`src/rtl/cordic_vector.sv`:
```
// +------------------------------------------------------------------------+
// | cordic_vector                                                          |
// | Iterative vectoring-mode CORDIC: (x, y) -> magnitude, atan2 in degrees |
// | Revision: 1.0                                                          |
// +------------------------------------------------------------------------+
`default_nettype none

module cordic_vector #(
  parameter int ITERS = 6,
  parameter int KINV  = 155
) (
  input  logic               clk,
  input  logic               rst,
  input  logic               start,
  input  logic signed [15:0] x_in,
  input  logic signed [15:0] y_in,
  output logic               busy,
  output logic               done,
  output logic signed [15:0] mag_out,
  output logic signed [15:0] angle_out
);

  typedef enum logic [1:0] {
    ST_IDLE  = 2'd0,
    ST_ITER  = 2'd1,
    ST_SCALE = 2'd2
  } state_t;

  localparam logic [2:0]         c_last  = 3'(ITERS - 1);
  localparam logic signed [9:0]  c_kinv  = 10'(KINV);
  localparam logic signed [17:0] c_z_180 = 18'sd46080;
  localparam logic signed [27:0] c_mag_max = 28'sd32767;

  // Elementary angles atan(2^-i), Q7.8 degrees
  localparam logic signed [17:0] c_atan [8] = '{
    18'sd11520, 18'sd6801, 18'sd3593, 18'sd1824,
    18'sd916,   18'sd458,  18'sd229,  18'sd115
  };

  state_t             r_state;
  logic signed [17:0] r_x;
  logic signed [17:0] r_y;
  logic signed [17:0] r_z;
  logic [2:0]         r_i;
  logic               r_zero;

  logic signed [17:0] w_x_ext;
  logic signed [17:0] w_y_ext;
  logic signed [17:0] w_dx;
  logic signed [17:0] w_dy;
  logic signed [27:0] w_prod;
  logic signed [27:0] w_scaled;

  assign w_x_ext  = {{2{x_in[15]}}, x_in};
  assign w_y_ext  = {{2{y_in[15]}}, y_in};
  assign w_dx     = r_x >>> r_i;
  assign w_dy     = r_y >>> r_i;
  assign w_prod   = 28'(r_x) * 28'(c_kinv);
  assign w_scaled = w_prod >>> 8;

  always_ff @(posedge clk or posedge rst) begin
    if (rst) begin
      r_state   <= ST_IDLE;
      r_x       <= '0;
      r_y       <= '0;
      r_z       <= '0;
      r_i       <= '0;
      r_zero    <= 1'b0;
      busy      <= 1'b0;
      done      <= 1'b0;
      mag_out   <= '0;
      angle_out <= '0;
    end else begin
      case (r_state)
        ST_IDLE: begin
          done <= 1'b0;
          if (start) begin
            r_zero  <= (x_in == 16'sd0) && (y_in == 16'sd0);
            r_i     <= '0;
            busy    <= 1'b1;
            r_state <= ST_ITER;
            // Left half-plane: rotate by 180 degrees so iterations converge
            if (x_in[15]) begin
              r_x <= -w_x_ext;
              r_y <= -w_y_ext;
              r_z <= y_in[15] ? -c_z_180 : c_z_180;
            end else begin
              r_x <= w_x_ext;
              r_y <= w_y_ext;
              r_z <= '0;
            end
          end
        end

        ST_ITER: begin
          if (!r_y[17]) begin
            r_x <= r_x + w_dy;
            r_y <= r_y - w_dx;
            r_z <= r_z + c_atan[r_i];
          end else begin
            r_x <= r_x - w_dy;
            r_y <= r_y + w_dx;
            r_z <= r_z - c_atan[r_i];
          end
          if (r_i == c_last) begin
            r_state <= ST_SCALE;
          end else begin
            r_i <= r_i + 3'd1;
          end
        end

        ST_SCALE: begin
          if (r_zero || w_scaled < 28'sd0) begin
            mag_out <= '0;
          end else if (w_scaled > c_mag_max) begin
            mag_out <= 16'sh7FFF;
          end else begin
            mag_out <= w_scaled[15:0];
          end
          angle_out <= r_zero ? 16'sd0 : r_z[16:1];
          done      <= 1'b1;
          busy      <= 1'b0;
          r_state   <= ST_IDLE;
        end

        default: begin
          r_state <= ST_IDLE;
          busy    <= 1'b0;
          done    <= 1'b0;
        end
      endcase
    end
  end

endmodule

`default_nettype wire

```
`config.mk`:
```
export PLATFORM = sky130hd
export DESIGN_NAME = cordic_vector
export DESIGN_NICKNAME = d
export VERILOG_FILES = /design/src/rtl/cordic_vector.sv
export SDC_FILE = /design/constraint.sdc
export NUM_CORES = 1
export LEC_CHECK = 0
export ABC_AREA = 1
export CAP_MARGIN = 20
export CORE_ASPECT_RATIO = 1.1
export CORE_UTILIZATION = 42
export DETAILED_ROUTE_END_ITERATION = 16
export PLACE_DENSITY = 0.67
export SKIP_CTS_REPAIR_TIMING = 1
export SYNTH_ARGS = -nofsm -noshare
export SYNTH_HDL_FRONTEND = slang
export SYNTH_SLANG_ARGS = --single-unit
```
`constraint.sdc`:
```
create_clock -name clk -period 6.2 [get_ports clk]
set_input_delay 0.62 -clock clk [delete_from_list [all_inputs] [get_ports clk]]
set_output_delay 0.62 -clock clk [all_outputs]
set_load 0.01 [all_outputs]
```
* After elaboration in Yosys (flattened, before gate mapping)
Memories as Yosys holds them, arrays and structs flattened.
Cells that the tools add are included.
** Cells by class
- Add/sub/neg operators :: 9
- $mul :: 1
- Order comparisons :: 3
- Equal/unequal tests :: 6
- Shift-type cells :: 2
- Mux-type cells :: 27
- Bitwise gates (word level) :: 2
- Reduce and logical (&&, ||, !) cells :: 11
** Operator list (number)
- two-way mux 18 bit :: 12
- one-hot mux 18 bit (2 select lines) :: 3
- adder 18 bit :: 3
- subtractor 18 bit :: 3
- two-way mux 16 bit :: 3
- negator 16 -> 18 bit :: 2
- >>> shifter 18 x 3 -> 18 bit :: 2
- logical NOT 16 bit :: 2
- multiplier 18 x 9 -> 27 bit (second input constant) :: 1
- > comparator 19 x 16 -> 1 bit (second input constant) :: 1
- < comparator 19 x 1 -> 1 bit (second input constant) :: 1
- AND reduction 2 bit :: 4
- two-way mux 3 bit :: 2
- inequality test 2 bit (second input constant) :: 3
- one-hot mux 3 bit (2 select lines) :: 1
- greater-or-equal comparator 4 bit (second input constant) :: 1
- two-way mux 2 bit :: 2
- inverter 3 -> 4 bit :: 1
- one-hot mux 1 bit (2 select lines) :: 2
- one-hot mux 2 bit (2 select lines) :: 1
- adder 3 x 1 -> 3 bit (second input constant) :: 1
- equality test 3 bit (second input constant) :: 1
- AND reduction 3 bit :: 1
- equality test 2 x 1 -> 1 bit (second input constant) :: 1
- other kinds (7) :: 7
** Storage, ports and cells
- Register bits :: 94
- Bits in read-only memories :: 144
- Bits of input ports :: 35
- Output and inout port bits :: 34
- Logic and storage cells :: 72
- Memories :: 1
** Memories
- (name not given) :: depth 8, width 18, read ports 1, clocked after Yosys merged registers in 0, wr ports 0, RTL line 103 : r_z <= r_z - c_atan[r_i];

* Longest topological paths before layout
Gate-level depths: netlist of the first run.
- Depth after elaboration :: 7
- Gate-level depth with buffers :: 29
- Gate-level depth less buffers :: 28

* Least setup slack after synthesis of the first run
Ideal clock, no wire load.
- Path type :: register to register
- Start :: register r_x[15]
- End :: register mag_out[0]
- Setup time :: 0.116 ns
- Arrival time :: 3.955 ns
- Required time :: 6.084 ns
- Setup slack :: 2.129 ns
- Stages on the path, launching flop included :: 23
- Path buffers :: 1
- Period minus slack after synthesis :: 4.071 ns
- Cell sequence :: dfrtp_1 ha_1 inv_1 fa_1 inv_1 fa_1 inv_1 fa_1 inv_1 ha_1 nand2_1 nand2_1 a21boi_0 inv_1 a21oi_1 nand4_1 nand2_1 nand3_1 nand2_2 buf_4 nand2_1 nand2_1 nand2_1
** Between the ends
- Cells in the longest elaborated chain, start to end :: 4
- Elaborated cells between the ends (all ways) :: 6
- Those cells by class :: 1 x mul; 2 x order compare; 2 x mux; 1 x reduce/logical
** RTL lines
- start: declaration :: RTL line 41 : logic signed [17:0] r_x;
- start signal: assignment :: RTL line 84 : r_x <= -w_x_ext;
- start signal: assignment :: RTL line 88 : r_x <= w_x_ext;
- start signal: assignment :: RTL line 97 : r_x <= r_x + w_dy;
- multiplier 18 x 9 -> 27 bit (*) :: RTL line 58 : assign w_prod = 28'(r_x) * 28'(c_kinv);
- > comparator 19 x 16 -> 1 bit or < comparator 19 x 1 -> 1 bit (tied branches) :: RTL line 115, 113
- two-way mux 16 bit or logical OR 1 bit (tied branches) :: RTL line 115, 113
- two-way mux 16 bit (*) :: RTL line 113 : if (r_zero || w_scaled < 28'sd0) begin
- end signal: assignment :: RTL line 118 : mag_out <= w_scaled[15:0];
- end: declaration :: RTL line 19 : output logic signed [15:0] mag_out,
Every way passes the cells marked *; elsewhere a longest branch is shown, timed or not.
A chain may end at the register's enable or synchronous reset.

* Worst setup path after layout of the first run
- Start :: register r_x[10]
- End :: register mag_out[4]
The elaborated chain is that of the path after synthesis.

==> flow_summary.yaml, run 1 <==
timing:
  setup_violations: 0
  drv_slew: 0
  finalSetupTns_ns: 0
  skew_ns: 0.01695
  final_hold_viol_count: 0
  min_period_over_period_pct: 73.79
  max_freq_ghz: 0.2186
  rsz0062_at_grt: "no"
  period_minus_slack_ns: 4.575
  max-slew-margin-rel_pct: 36.96
  max_slew.worst_pin.slew_ns: 0.9456
flow_run:
  cap_violations: 0
synth:
  yosys.area.top_type: "dfrtp_1"
  synth_most_common_cell: "nand2_1"
  synth_top_area_share_pct: 18.51
  synth_seq_cells: 93
  synth_area_um2: 12570
  synth_cell_types: 58
  avgSynthCellArea_um2: 6.793
  ys_top_cells_by_count: "nand2_1 (463), inv_1 (264), nor2_1 (131), ha_1 (120), nand3_1 (119)"
  yosysSeqAreaShare_pct: 18.51
  synth-edff-count: 0
  synthTopCellsByArea: "dfrtp_1 (19%), nand2_1 (14%), ha_1 (12%)"
  synth_flop_cell: "dfrtp_1"
  synthCells: 1851
  synthArstFlopShare_pct: 100.0
  ys_warn_count: 0
  syn_nets: 2055
global_route:
  grt_pass1_wl_um: 58050
  antenna_found_initial: 0
  grt_pass1_vias: 12030
  grt_max_degree: 52
  globalRouteTotalUtil_pct: 23.50
  grt_overflow: 0
critical_path:
  path_cells: "ha_1 > inv_1 > fa_1 > inv_1 > fa_1 > inv_1 > fa_1 > inv_1 > ha_1 > a21oi_1 > nor2_1 > nor2_1 > o21ai_1 > nand2_1 > nand4_2 > xor2_2 > nand2_2 > nor2_4 > nand2_1 > nand2_1"
  arrival_ns: 4.88
  critical_path_buf_inv_count: 4
  cp-end-kind: "flip-flop"
  crit_cells: 20
  cpMostUsedCell: "inv_1"
  critPathTopFamily: "adder cells"
  max_stage_delay_ns: 0.53
  start_kind: "flip-flop"
  cp_max_fo: 15
  worstPathRequired_ns: 6.50
  critPathSlowestCell: "fa_1"
  worstSetupPathType: "reg2reg"
  reg2regPathDepth: 20
layout:
  multiInputGateArea_um2: 8887
  fillers: 3029
  drive_gt1_share_pct: 7.554
  antenna_cells: 0
  fin_nets: 2093
  finalNonFillerCells: 2267
  area_growth_pct: 9.781
  regArea_um2: 2328
clocking:
  clock_sinks: 93
  clk_latency_ns: 0.37
  htree_levels: 3
  cts_made_buffers: 9
  root_buffer: "clkbuf_16"
  cts_tree: "done"
  clkTransAtPathRegs_ns: 0.07
  cts.path.max_buffers: 2
die:
  core_um2: 29480
  placementRows: 66
  io_pins: 69
  start_util_pct: 42.65
  die_w_um: 167.0
  die_h_um: 183.5
  die_area_um2: 30640
min_path:
  min_path_type: "reg2reg"
  hold_depth: 2
route:
  drtIter0Drc: 797
  wire_per_inst_um: 15.39
  vias: 12070
  drt-pass1-iter-count: 7
  drc: 0
  wl_um: 34900
  final_antenna_net_count: 0
  avgViaCountPerCell: 5.322
placement:
  port_buffers: 68
  dp_cells: 2252
  gp_congestion: 0.9136
  hpwl_um: 27340
run_status:
  status: "finished clean"
cell families (layout without fill, tap and decap cells):
| family | after synthesis | in the layout | share of synthesized area, % |
|---|---|---|---|
| AOI/OAI and AO/OA | 338 | 338 | 15.34 |
| buffers and inverters | 334 | 376 | 10.90 |
| DFF | 93 | 93 | 18.51 |
| and+or+nand+nor | 844 | 844 | 30.37 |
| xor gates and xnor gates | 73 | 73 | 5.144 |
| adders and majority gates | 169 | 169 | 19.74 |
stage by stage:
step	utilization, %	hold WS, ns	cell area [um2]	setup WS (ns)
floorplan	-	0.4464	12570	2.129
global placement	45.85	0.4633	13520	1.697
detailed placement	45.85	0.4644	13520	1.657
CTS	46.83	0.4844	13800	1.632
global route	46.83	0.5075	13800	1.363
finish	46.83	0.4807	13800	1.625
registers in the layout, indices dropped and copies added (netlist names), 2 cells and up:
register and flops:
r_i 3, r_x 18, mag_out 16, r_y 18
angle_out 16, r_z 17, r_state 2
tightest hold or removal path, cell delays in order, from the launching register on:
cell and delay [ns]:
dfrtp_1 0.35, nand2_1 0.05, nand2_1 0.05
layout by cell type (no fill, tap or decap), types with 18 or more instances in the layout:
master             n
clkdlybuf4s50_1   68
nand2_1          463
nand3_2           18
nand2_2           37
a31oi_1           18
xnor2_1           24
nand3_1          119
o21ai_0          115
nor2_1           129
a21oi_1          117
ha_1             120
xor2_1            48
inv_1            263
fa_1              49
nor3_1            23
dfrtp_1           92
worst paths after layout:
kind | endpoint | from | slack, ns
max in group asynchronous | r_i[0]$_DFFE_PP0P_ | rst | 4.37
max | mag_out[4]$_DFFE_PP0P_ | r_x[10]$_DFFE_PP0P_ | 1.63
min reg2reg | mag_out[14]$_DFFE_PP0P_ | mag_out[14]$_DFFE_PP0P_ | 0.48
min | mag_out[14]$_DFFE_PP0P_ | mag_out[14]$_DFFE_PP0P_ | 0.48
max reg2reg | mag_out[4]$_DFFE_PP0P_ | r_x[10]$_DFFE_PP0P_ | 1.63
min in group asynchronous | mag_out[11]$_DFFE_PP0P_ | rst | 0.66
routing by layer:
layer / part of all wire, % / up-vias / track usage, % / routed length [um]
met3: 4.2 / 68 / 2.282 / 1478
met5: 0 / - / 0 / 0
met2: 49 / 317 / 42.23 / 17190
met1: 43 / 5598 / 28.69 / 15100
met4: 3.2 / 0 / 9.741 / 1127
li1: - / 6082 / - / -
final cells by class:
| cell class | count | share of cell area [%] |
|---|---|---|
| Timing Repair Buffer | 81 | 5.638 |
| Clock buffer | 10 | 1.659 |
| Multi-Input combinational cell | 1424 | 64.38 |
| Inverter | 280 | 7.632 |
| Tap cell | 374 | 3.390 |
| Clock inverter | 5 | 0.4351 |
| Sequential cell | 93 | 16.87 |
Power of run 1 is not shown: default switching activity piles up to over one toggle a cycle in this logic, so the estimate is an artifact.
==> inputs of run 2 (changes only) <==
- PLACE_DENSITY: 0.67 -> 0.7
- clock period: 6.2 -> 4.1 ns (I/O delays scaled with it)
==> flow_summary.yaml, run 2 (synthesis results as in run 1) <==
route:
  avgViaCountPerCell: 5.324
  vias: 12550
  drc: 0
  final_antenna_net_count: 0
  wl_um: 35410
  drt-pass1-iter-count: 5
  wire_per_inst_um: 15.03
  drtIter0Drc: 667
layout:
  area_growth_pct: 19.50
  drive_gt1_share_pct: 16.14
  fin_nets: 2182
  finalNonFillerCells: 2357
  mostFrequentLayoutCells: "nand2_1 (451), inv_1 (252), nor2_1 (118)"
  top_regs: "r_x (18), r_y (18), r_z (17)"
  layout_commonest_cell: "nand2_1"
  final_util_pct: 50.97
  antenna_cells: 0
timing:
  drv_slew: 0
  max_freq_ghz: 0.2410
  period_minus_slack_ns: 4.149
  final_hold_viol_count: 0
  setup_ws_ns: -0.04883
  rsz0062_at_grt: "yes"
  skew_ns: 0.01467
  setup_violations: 12
  min_period_over_period_pct: 101.2
  max-slew-margin-rel_pct: 54.77
  finalSetupTns_ns: -0.3397
  max_slew.worst_pin.slew_ns: 0.6769
critical_path:
  cp_max_fo: 8
  path_cells: "ha_4 > inv_2 > fa_1 > inv_1 > fa_1 > inv_2 > fa_1 > inv_2 > ha_4 > buf_6 > nand2_4 > nor2_4 > inv_2 > nor2_2 > nand3_2 > nand4_4 > xor2_2 > nand2_2 > nor2_4 > nand2_1 > nand2_1"
  max_stage_delay_ns: 0.54
  cp-end-kind: "flip-flop"
  worstPathRequired_ns: 4.40
  arrival_ns: 4.45
  start_kind: "flip-flop"
  cpMostUsedCell: "inv_2"
  worstSetupPathType: "reg2reg"
  critPathSlowestCell: "fa_1"
flow_run:
  cap_violations: 0
min_path:
  min_path_type: "in2async"
die:
  start_util_pct: 42.65
  io_pins: 69
  die_h_um: 183.5
  die_area_um2: 30640
  placementRows: 66
  core_um2: 29480
  die_w_um: 167.0
run_status:
  failed_checks: "negative setup slack"
  status: "finished, violations left"
placement:
  port_buffers: 68
  hpwl_um: 27640
  gp_congestion: 0.9315
  dp_cells: 2320
  post-place-ws_ns: -0.1873
clocking:
  clkTransAtPathRegs_ns: 0.07
  cts.path.max_buffers: 2
  cts_made_buffers: 9
  root_buffer: "clkbuf_16"
  clock_sinks: 93
  cts_tree: "done"
  htree_levels: 3
  clk_latency_ns: 0.37
global_route:
  grt_overflow: 0
  antenna_found_initial: 0
  globalRouteTotalUtil_pct: 23.12
  grt_pass1_vias: 12010
  grt_max_degree: 81
  grt_pass1_wl_um: 57100
[run 2: final cells by class]
type,count,area [um2]
Sequential cell,93,2342
Timing Repair Buffer,168,1484
Multi-Input combinational cell,1426,9393
Tap cell,374,467.9
Fill cell,2843,14450
Clock buffer,9,225.2
Clock inverter,7,56.30
Inverter,280,1059
[run 2: worst paths after layout]
kind	depth (start not counted)	endpoint	startpoint	slack [ns]
setup / recovery	21	mag_out[8]$_DFFE_PP0P_	r_x[9]$_DFFE_PP0P_	-0.05
hold / removal	2	mag_out[10]$_DFFE_PP0P_	rst	0.33
setup reg to reg	21	mag_out[8]$_DFFE_PP0P_	r_x[9]$_DFFE_PP0P_	-0.05
hold reg to reg	2	mag_out[3]$_DFFE_PP0P_	mag_out[3]$_DFFE_PP0P_	0.48
max in group asynchronous	4	r_zero$_DFFE_PP0P_	rst	2.89
min in group clk	2	mag_out[3]$_DFFE_PP0P_	mag_out[3]$_DFFE_PP0P_	0.48
[run 2: routing by layer]
layer	routed length [um]	part of all wire (%)	up-vias	track usage, %
met5	0	0	-	0
met4	1202	3.4	0	8.444
met3	1633	4.6	87	2.605
met2	17650	50	347	42.63
met1	14930	42	5852	27.56
li1	-	-	6263	-
[run 2: per-stage QoR]
| stage | area [um2] | hold slack, ns |
|---|---|---|
| floorplan | 12570 | 0.4464 |
| global placement | 14050 | 0.4644 |
| detailed placement | 14050 | 0.4651 |
| CTS | 14330 | 0.4845 |
| global route | 15030 | 0.3509 |
| finish | 15030 | 0.3301 |
[run 2: critical path: cells and delay by family, from the launching register on]
kind | cells | cell delay (ns)
adder cells (fa/ha/maj) | 5 | 2.13
AND/OR/NAND/NOR | 9 | 0.99
flip-flops | 1 | 0.46
buffers and inverters | 6 | 0.33
XOR/XNOR | 1 | 0.17
Power of run 2 is left out for the same reason.
